File: src/rtl/ext_mem_ctrl_pkg.sv
// ext_mem_ctrl_pkg: shared state encoding and address strides for ext_mem_ctrl.
// Revision: 1.0
`default_nettype none

package ext_mem_ctrl_pkg;

  typedef enum logic [2:0] {
    ST_IDLE     = 3'd0,
    ST_LOAD_I   = 3'd1,
    ST_LOAD_D   = 3'd2,
    ST_RUN      = 3'd3,
    ST_DUMP_REQ = 3'd4,
    ST_DUMP_CAP = 3'd5,
    ST_DUMP_OUT = 3'd6,
    ST_DONE     = 3'd7
  } state_e;

  localparam int IMEM_STRIDE = 4;
  localparam int DMEM_STRIDE = 8;

  function automatic int max3(input int a, input int b, input int c);
    int m;
    m = (a > b) ? a : b;
    return (m > c) ? m : c;
  endfunction

endpackage

`default_nettype wire

File: src/rtl/ext_word_counter.sv
// ext_word_counter: up-counter with synchronous clear, increment and a
// terminal-count flag against a run-time terminal value. Revision: 1.0
`default_nettype none

module ext_word_counter #(
  parameter int WIDTH = 8
) (
  input  logic             clk,
  input  logic             arst,
  input  logic             i_clr,
  input  logic             i_inc,
  input  logic [WIDTH-1:0] i_term,
  output logic [WIDTH-1:0] o_count,
  output logic             o_tc
);

  logic [WIDTH-1:0] r_count;

  always_ff @(posedge clk or posedge arst) begin
    if (arst) begin
      r_count <= '0;
    end else if (i_clr) begin
      r_count <= '0;
    end else if (i_inc) begin
      r_count <= r_count + 1'b1;
    end
  end

  assign o_count = r_count;
  assign o_tc    = (r_count == i_term);

endmodule

`default_nettype wire

File: src/rtl/ext_mem_ctrl.sv
// ext_mem_ctrl: loads IMEM/DMEM through the CPU external ports, runs the CPU,
// then dumps DMEM. Readback dump enabled by EXT_MEM_READBACK_EN. Revision: 1.0
`default_nettype none

module ext_mem_ctrl
  import ext_mem_ctrl_pkg::*;
#(
  parameter int IMEM_WORDS = 128,
  parameter int DMEM_WORDS = 128,
  parameter int RUN_CYCLES = 1000
) (
  input  logic        clk,
  input  logic        arst,
  input  logic        start,
  input  logic        s_valid,
  output logic        s_ready,
  input  logic [63:0] s_data,
  output logic        m_valid,
  input  logic        m_ready,
  output logic [63:0] m_data,
  output logic        cpu_en,
  output logic [63:0] addr_ext,
  output logic        wen_ext,
  output logic        ren_ext,
  output logic [31:0] wdata_ext,
  output logic [63:0] addr_ext_2,
  output logic        wen_ext_2,
  output logic        ren_ext_2,
  output logic [63:0] wdata_ext_2,
  input  logic [63:0] rdata_ext_2,
  output logic        busy,
  output logic        done
);

  localparam int CW = $clog2(max3(IMEM_WORDS, DMEM_WORDS, RUN_CYCLES) + 1);

  state_e        r_state;
  state_e        w_next;
  logic          r_cpu_en;
  logic          r_wen_i;
  logic          r_wen_d;
  logic [63:0]   r_addr_i;
  logic [63:0]   r_addr_d;
  logic [31:0]   r_wdata_i;
  logic [63:0]   r_wdata_d;
  logic          w_accept;
  logic          w_clr;
  logic          w_inc;
  logic          w_tc;
  logic [CW-1:0] w_cnt;
  logic [CW-1:0] w_term;
  logic [63:0]   w_cnt64;

  // One counter serves every phase; only its terminal value changes with state.
  ext_word_counter #(
    .WIDTH (CW)
  ) u_cnt (
    .clk     (clk),
    .arst    (arst),
    .i_clr   (w_clr),
    .i_inc   (w_inc),
    .i_term  (w_term),
    .o_count (w_cnt),
    .o_tc    (w_tc)
  );

  assign w_cnt64  = 64'(w_cnt);
  assign s_ready  = (r_state == ST_LOAD_I) || (r_state == ST_LOAD_D);
  assign w_accept = s_valid && s_ready;

  always_comb begin
    w_term = CW'(DMEM_WORDS - 1);
    case (r_state)
      ST_LOAD_I: w_term = CW'(IMEM_WORDS - 1);
      ST_RUN:    w_term = CW'(RUN_CYCLES - 1);
      default:   w_term = CW'(DMEM_WORDS - 1);
    endcase
  end

  always_comb begin
    w_next = r_state;
    w_clr  = 1'b0;
    w_inc  = 1'b0;
    case (r_state)
      ST_IDLE, ST_DONE: begin
        if (start) begin
          w_next = ST_LOAD_I;
          w_clr  = 1'b1;
        end
      end
      ST_LOAD_I: begin
        if (w_accept) begin
          if (w_tc) begin
            w_next = ST_LOAD_D;
            w_clr  = 1'b1;
          end else begin
            w_inc = 1'b1;
          end
        end
      end
      ST_LOAD_D: begin
        if (w_accept) begin
          if (w_tc) begin
            w_next = ST_RUN;
            w_clr  = 1'b1;
          end else begin
            w_inc = 1'b1;
          end
        end
      end
      // Counting starts once cpu_en is visible, so it stays high RUN_CYCLES cycles.
      ST_RUN: begin
        if (r_cpu_en) begin
          if (w_tc) begin
`ifdef EXT_MEM_READBACK_EN
            w_next = ST_DUMP_REQ;
`else
            w_next = ST_DONE;
`endif
            w_clr  = 1'b1;
          end else begin
            w_inc = 1'b1;
          end
        end
      end
`ifdef EXT_MEM_READBACK_EN
      ST_DUMP_REQ: w_next = ST_DUMP_CAP;
      ST_DUMP_CAP: w_next = ST_DUMP_OUT;
      ST_DUMP_OUT: begin
        if (m_ready) begin
          if (w_tc) begin
            w_next = ST_DONE;
          end else begin
            w_next = ST_DUMP_REQ;
            w_inc  = 1'b1;
          end
        end
      end
`endif
      default: w_next = ST_IDLE;
    endcase
  end

  always_ff @(posedge clk or posedge arst) begin
    if (arst) begin
      r_state   <= ST_IDLE;
      r_cpu_en  <= 1'b0;
      r_wen_i   <= 1'b0;
      r_wen_d   <= 1'b0;
      r_addr_i  <= '0;
      r_addr_d  <= '0;
      r_wdata_i <= '0;
      r_wdata_d <= '0;
    end else begin
      r_state  <= w_next;
      r_cpu_en <= (r_state == ST_RUN) && !(r_cpu_en && w_tc);
      r_wen_i  <= w_accept && (r_state == ST_LOAD_I);
      r_wen_d  <= w_accept && (r_state == ST_LOAD_D);
      if (w_accept && (r_state == ST_LOAD_I)) begin
        r_addr_i  <= w_cnt64 * 64'(IMEM_STRIDE);
        r_wdata_i <= s_data[31:0];
      end
      if (w_accept && (r_state == ST_LOAD_D)) begin
        r_addr_d  <= w_cnt64 * 64'(DMEM_STRIDE);
        r_wdata_d <= s_data;
      end
    end
  end

`ifdef EXT_MEM_READBACK_EN
  logic [63:0] r_mdata;

  always_ff @(posedge clk or posedge arst) begin
    if (arst) begin
      r_mdata <= '0;
    end else if (r_state == ST_DUMP_CAP) begin
      r_mdata <= rdata_ext_2;
    end
  end

  assign m_valid    = (r_state == ST_DUMP_OUT);
  assign m_data     = r_mdata;
  assign ren_ext_2  = (r_state == ST_DUMP_REQ);
  assign addr_ext_2 = (r_state == ST_DUMP_REQ) ? (w_cnt64 * 64'(DMEM_STRIDE)) : r_addr_d;
`else
  logic w_unused;
  assign w_unused   = ^{rdata_ext_2, m_ready};
  assign m_valid    = 1'b0;
  assign m_data     = '0;
  assign ren_ext_2  = 1'b0;
  assign addr_ext_2 = r_addr_d;
`endif

  assign cpu_en      = r_cpu_en;
  assign addr_ext    = r_addr_i;
  assign wen_ext     = r_wen_i;
  assign ren_ext     = 1'b0;
  assign wdata_ext   = r_wdata_i;
  assign wen_ext_2   = r_wen_d;
  assign wdata_ext_2 = r_wdata_d;
  assign busy        = (r_state != ST_IDLE) && (r_state != ST_DONE);
  assign done        = (r_state == ST_DONE);

endmodule

`default_nettype wire

File: config.mk
export PLATFORM = sky130hd
export DESIGN_NAME = ext_mem_ctrl
export DESIGN_NICKNAME = d
export VERILOG_FILES = /design/src/rtl/ext_mem_ctrl_pkg.sv /design/src/rtl/ext_word_counter.sv /design/src/rtl/ext_mem_ctrl.sv
export SDC_FILE = /design/constraint.sdc
export NUM_CORES = 1
export LEC_CHECK = 0
export ABC_AREA = 0
export BUFFER_PORTS_ARGS = -buffer_cell sky130_fd_sc_hd__buf_2
export CORE_AREA = 2 2 166 168
export CTS_CLUSTER_SIZE = 8
export DETAILED_ROUTE_END_ITERATION = 8
export DIE_AREA = 0 0 168 170
export GPL_TIMING_DRIVEN = 0
export SKIP_LAST_GASP = 1
export SLEW_MARGIN = 20
export SYNTH_ARGS = -nofsm -noshare
export SYNTH_HDL_FRONTEND = slang
export SYNTH_HIERARCHICAL = 1
export SYNTH_SLANG_ARGS = --single-unit
File: constraint.sdc
create_clock -name clk -period 5 [get_ports clk]
set_clock_uncertainty 0.05 [all_clocks]
set_input_delay 0.25 -clock clk [delete_from_list [all_inputs] [get_ports clk]]
set_output_delay 0.25 -clock clk [all_outputs]
set_load 0.005 [all_outputs]
# After elaboration in Yosys (flattened, before gate mapping)
# Index checks and enable logic that the tools add are counted.
# Widths: inputs -> output; s select.
# op_classes
n_mux	20
reduce_logical	14
addsub	1
eq_ne	13
# ops
cell	count
$mux 10	3
$mux 3	7
$ne 2x2->1 const B	7
$pmux 3 s4	1
$add 10x1->10 const B	1
$eq 10x10->1	1
$mux 1	7
$reduce_and 7->1	1
$eq 3x2->1 const B	2
$logic_and 1x1->1	6
$reduce_or 2->1	2
$eq 3x1->1 const B	1
$eq 3x3->1 const B	1
$logic_not 3->1	1
$ne 3x3->1 const B	1
$pmux 1 s3	1
$reduce_bool 3->1	1
$pmux 1 s2	1
$reduce_bool 2->1	1
$logic_not 1->1	1
$logic_or 1x1->1	1
# word_totals
wordCells	57
ff_bits	132
inputBits	133

# Logic depth before layout (Yosys ltp)
# depth
word_depth	8
depth_mapped	12
ltp_nobuf	11

# Hierarchy
# Netlist, hierarchy kept.
# modules_own_cells
mod	cells_per_inst	n_inst	area_each_um2	seq_area_each_um2
ext_mem_ctrl	466	1	6039.5	3052.9
ext_word_counter	64	1	614.3	250.2

# Least setup slack after synthesis
# Ideal clock, no wire load.
# synth_path
path_type	register -> register
from	register r_state[2]
to	register u_cnt.r_count[8], in the netlist u_cnt/o_count[8]
setup_slack_ps	2163
setup_time_ps	78
stages_incl_launch_ff	13
t_required_ps	4872
arrival_time_ps	2709
period_less_slack_ps	2837
path_cell_list	dfrtp_1 buf_4 inv_2 nand3_1 inv_1 xnor2_1 nand4_1 nor4_1 and2_2 nand2b_1 o21ai_0 or4_1 a21oi_1
# synth_between
elab_chain_cells	7
word_cells_on_any_way	21
# synth_lines
item	line	source
start: declaration	ext_mem_ctrl.sv:37	state_e r_state;
start signal: assignment	ext_mem_ctrl.sv:155	r_state <= w_next;
$eq 3x2->1 (*)	ext_mem_ctrl.sv:73	case (r_state)
$mux 10 (*)	ext_mem_ctrl.sv:73	
named net w_term[3]	ext_mem_ctrl.sv:51	logic [CW-1:0] w_term;
$eq 10x10->1 (*)	ext_word_counter.sv:30	assign o_tc = (r_count == i_term);
named net w_tc	ext_mem_ctrl.sv:49	logic w_tc;
$mux 1 (*)	ext_mem_ctrl.sv:93, ext_mem_ctrl.sv:103, ext_mem_ctrl.sv:114	
$mux 1 (on tied branches)	ext_mem_ctrl.sv:113, ext_mem_ctrl.sv:102	
$pmux 1 s3 (*)	ext_mem_ctrl.sv:84	case (r_state)
named net w_clr	ext_mem_ctrl.sv:47	logic w_clr;
$mux 10 / $reduce_bool 2->1 (equally long branches)	--	
end signal: assignment	ext_word_counter.sv:25	r_count <= r_count + 1'b1;
end: declaration	ext_word_counter.sv:17	logic [WIDTH-1:0] r_count;
# The timed path passes the listed nets; every way through them passes the cells marked *.
# A chain may end at the register's enable or synchronous reset.

# Worst setup path in the final report
# layout_path
from	register r_state[2]
to	register u_cnt.r_count[9], in the netlist u_cnt/o_count[9]
# Same word-level chain as after synthesis.

==> flow_metrics.py <==
metrics = {
    "setup_path": {
        "critical-path-top-delay-family": "simple AND/OR/NAND/NOR gates",
        "critical-path-max-stage-delay_ns": 0.71,
        "worstPathCellList": "buf_4, inv_2, nand3_1, inv_1, xnor2_1, nand4_1, nor4_1, and2_2, nand2b_1, o21ai_0, or4_1, a21oi_1",
        "slowest_stage": "nor4_1",
        "worstSetupPathType": "reg -> reg",
        "critical_path.endpoint_type": "flip-flop",
        "crit_arrival_ns": 3.75,
        "critPathRequiredTime_ns": 5.28,
        "path_max_fanout": 8,
        "crit_path_start_kind": "flip-flop",
        "critical_path.n_buffers_inverters": 3,
    },
    "placement": {
        "dp.final_hpwl_um": 11900,
        "finalWeightedCongestion": 0.761,
        "placement.cell_area_mm2": 0.00873,
        "portBuffers": 189,
        "dp_worst_setup_slack_ns": 1.46,
    },
    "power": {
        "power.share.switching_pct": 29.2,
        "worst_ir_drop_vdd_mv": 0.132,
        "power.density_cell_area_mw_per_mm2": 363,
        "p_leak_nw": 5.56,
        "netSwitchingPower_w": 0.00103,
        "power.clock.fraction_pct": 34.2,
        "logic_gate_share_of_total_power_pct": 25.1,
        "post-layout-total-power_w": 0.00355,
        "power_frac_seq_pct": 40.7,
        "internal_power_w": 0.00251,
    },
    "sta": {
        "worst_slew_pin_slew_ns": 0.930,
        "finalWorstSetupSlack_ns": 1.53,
        "post_layout_minimum_cycle_time_ns": 3.47,
        "final-hold-violation-count": 0,
        "clock.fmax_mhz": 288,
        "max_slew_margin_pct": 37.4,
        "finalSetupTns_ns": 0,
        "rsz0062_at_grt": "no",
        "layout_worst_path_cycle_share_pct": 69.4,
        "drv_slew": 0,
        "setup_violations": 0,
    },
    "outcome": {
        "run_status": "finished, final reports clean",
    },
    "layout": {
        "post_route_cells_drive_above_1_share_pct": 46.3,
        "final_cell_area_mm2": 0.00976,
        "antenna_cells": 0,
        "num-fill-cells": 2647,
        "finish.net_count": 1097,
        "syn2layout_area_growth_pct": 46.7,
        "final_util_pct": 36.6,
        "layout.area.seq_mm2": 0.00330,
        "multiInputGateArea_mm2": 0.00253,
    },
    "clock_tree": {
        "cts.root.buffer_cell": "clkbuf_16",
        "clkLatencyLatePin_ns": 0.41,
        "postCtsResizedCells": 0,
        "cts.hold.buffers_added": 46,
        "path_clk_slew_ns": 0.06,
        "clock_tree.buffer_depth": 2,
        "cts.htree.levels": 4,
        "cts_tree": "done",
        "cts.sink_count": 132,
        "number_of_clock_buffers_inserted_by_tritoncts": 17,
        "cts_setup_buffers": 0,
    },
    "grt": {
        "grt_antenna_before_repair": 0,
        "grt_max_degree": 84,
        "track_usage_pct": 11.0,
        "grt_pass1_vias": 4523,
        "grt_first_pass_wirelength_um": 24400,
        "grt-ovfl-total": 0,
    },
    "yosys": {
        "number_of_instances_in_the_synthesized_netlist": 530,
        "flop_and_latch_count_out_of_synthesis": 132,
        "synth-edff-count": 0,
        "yosysMostFrequentCell": "buf_4",
        "synth.area.top_cells": "dfrtp_1, buf_4, mux2_1",
        "synth-warning-count": 6,
        "seq_area_frac_synth_pct": 49.6,
        "post_synth_most_frequent_cells": "buf_4, dfrtp_1, mux2_1",
        "syn_area_mm2": 0.00665,
        "ys_async_sr_fraction_pct": 100,
        "post-synth-top-area-cell": "dfrtp_1",
        "synth.lib_cells_used.distinct": 43,
        "synth_flop_cell": "dfrtp_1",
        "post-synth-top-area-fraction_pct": 49.6,
        "synth_area_per_cell_um2": 12.6,
    },
    "floorplanning": {
        "floorplan.initialDensity_pct": 25.0,
        "floorplan_core_area_mm2": 0.0267,
        "die_w_um": 168,
        "dieArea_mm2": 0.0286,
        "dieHeight_um": 170,
        "core_rows": 60,
        "ios": 430,
    },
    "min_path": {
        "hold_path.class": "in -> reg",
    },
    "detailed_routing": {
        "vias": 4664,
        "avgViaCountPerCell": 3.54,
        "number_of_nets_with_antenna_violations_after_routing": 0,
        "wirelength_um": 16000,
        "average_wire_length_per_cell_after_detail_routing_um": 12.1,
        "drt_first_iter_violations": 116,
        "pre_antenna_drt_iters": 4,
        "post-route-drc-count": 0,
    },
    "flow_run": {
        "maxCapViolations": 0,
    },
}
## per-layer routing
metal  global-route usage, %  wire [um]  vias up
li1                        -          -     2299
met1                    12.9       6510     2168
met2                    19.1       8190      173
met3                    2.56        882       24
met4                    5.14        387        0
met5                       0          0        -
## final cells by class
class	instances	area share (%)
Tap cell	341	4.37
Sequential cell	132	33.8
Clock inverter	10	1.01
Clock buffer	21	4.82
Timing Repair Buffer	236	14.7
Inverter	6	0.308
Multi-Input combinational cell	376	25.9
Buffer	194	15.0
## cell families (layout without fill, tap and decap cells)
kind of cell,count (synthesis),in the layout,share of synthesized area [%]
AO/OA/AOI/OAI,23,23,2.16
XOR/XNOR,14,14,1.84
flip-flops,132,132,49.6
buffers and inverters,200,467,22.4
other,2,180,0.113
adder cells (fa/ha/maj),1,1,0.188
AND/OR/NAND/NOR,40,40,3.76
multiplexers,118,118,19.9
## flip-flops by register name, indices dropped and copies added, names as in the netlist
register       cells
wen_ext_2          1
r_state            3
wdata_ext_2       64
u_cnt/o_count     10
addr_ext_2        10
addr_ext          10
cpu_en             1
wdata_ext         32
wen_ext            1
## stage by stage
stage	std cells	hold slack [ns]
4_1_cts	1316	0.000109
6_report	1316	0.0198
3_3_place_gp	1238	0.215
2_1_floorplan	708	0.0402
5_1_grt	1316	0.000425
3_5_place_dp	1239	0.211
## path summary, 6_finish.rpt
| check | from | to | slack [ns] | depth (start not counted) |
|---|---|---|---|---|
| worst max-delay path | r_state[2] | u_cnt/o_count[9] | 1.53 | 12 |
| worst min-delay path | s_data[48] | wdata_ext_2[48] | 0.02 | 2 |
| worst max register to register | r_state[2] | u_cnt/o_count[9] | 1.53 | 12 |
| worst min register to register | wdata_ext_2[42] | wdata_ext_2[42] | 0.43 | 1 |
| max in group asynchronous | arst | wdata_ext_2[25] | 3.85 | 4 |
| min in group asynchronous | arst | addr_ext_2[5] | 0.33 | 3 |
## cells in the final DEF, fill, tap and decap left out, types with 5 or more instances in the layout
cell type and n:
xnor2_1 9, a21oi_1 10, nor2_1 8, nand4_1 5
buf_2 192, buf_6 7, dfrtp_1 132, dlygate4sd3_1 46
mux2_2 28, clkbuf_16 17, buf_4 181, mux2_1 88
conb_1 180, xor2_1 5
## power by group through the flow
stage / Combinational (W) / Clock (W) / Sequential, W
5_1_grt: 0.000985 / 0.00131 / 0.00148
3_5_place_dp: 0.000870 / 0 / 0.00147
2_1_floorplan: 0.000498 / 0 / 0.00147
3_3_place_gp: 0.000854 / 0 / 0.00146
4_1_cts: 0.000902 / 0.00126 / 0.00145
6_report: 0.000890 / 0.00121 / 0.00144
No activity file was read; power rests on OpenSTA's default activity.
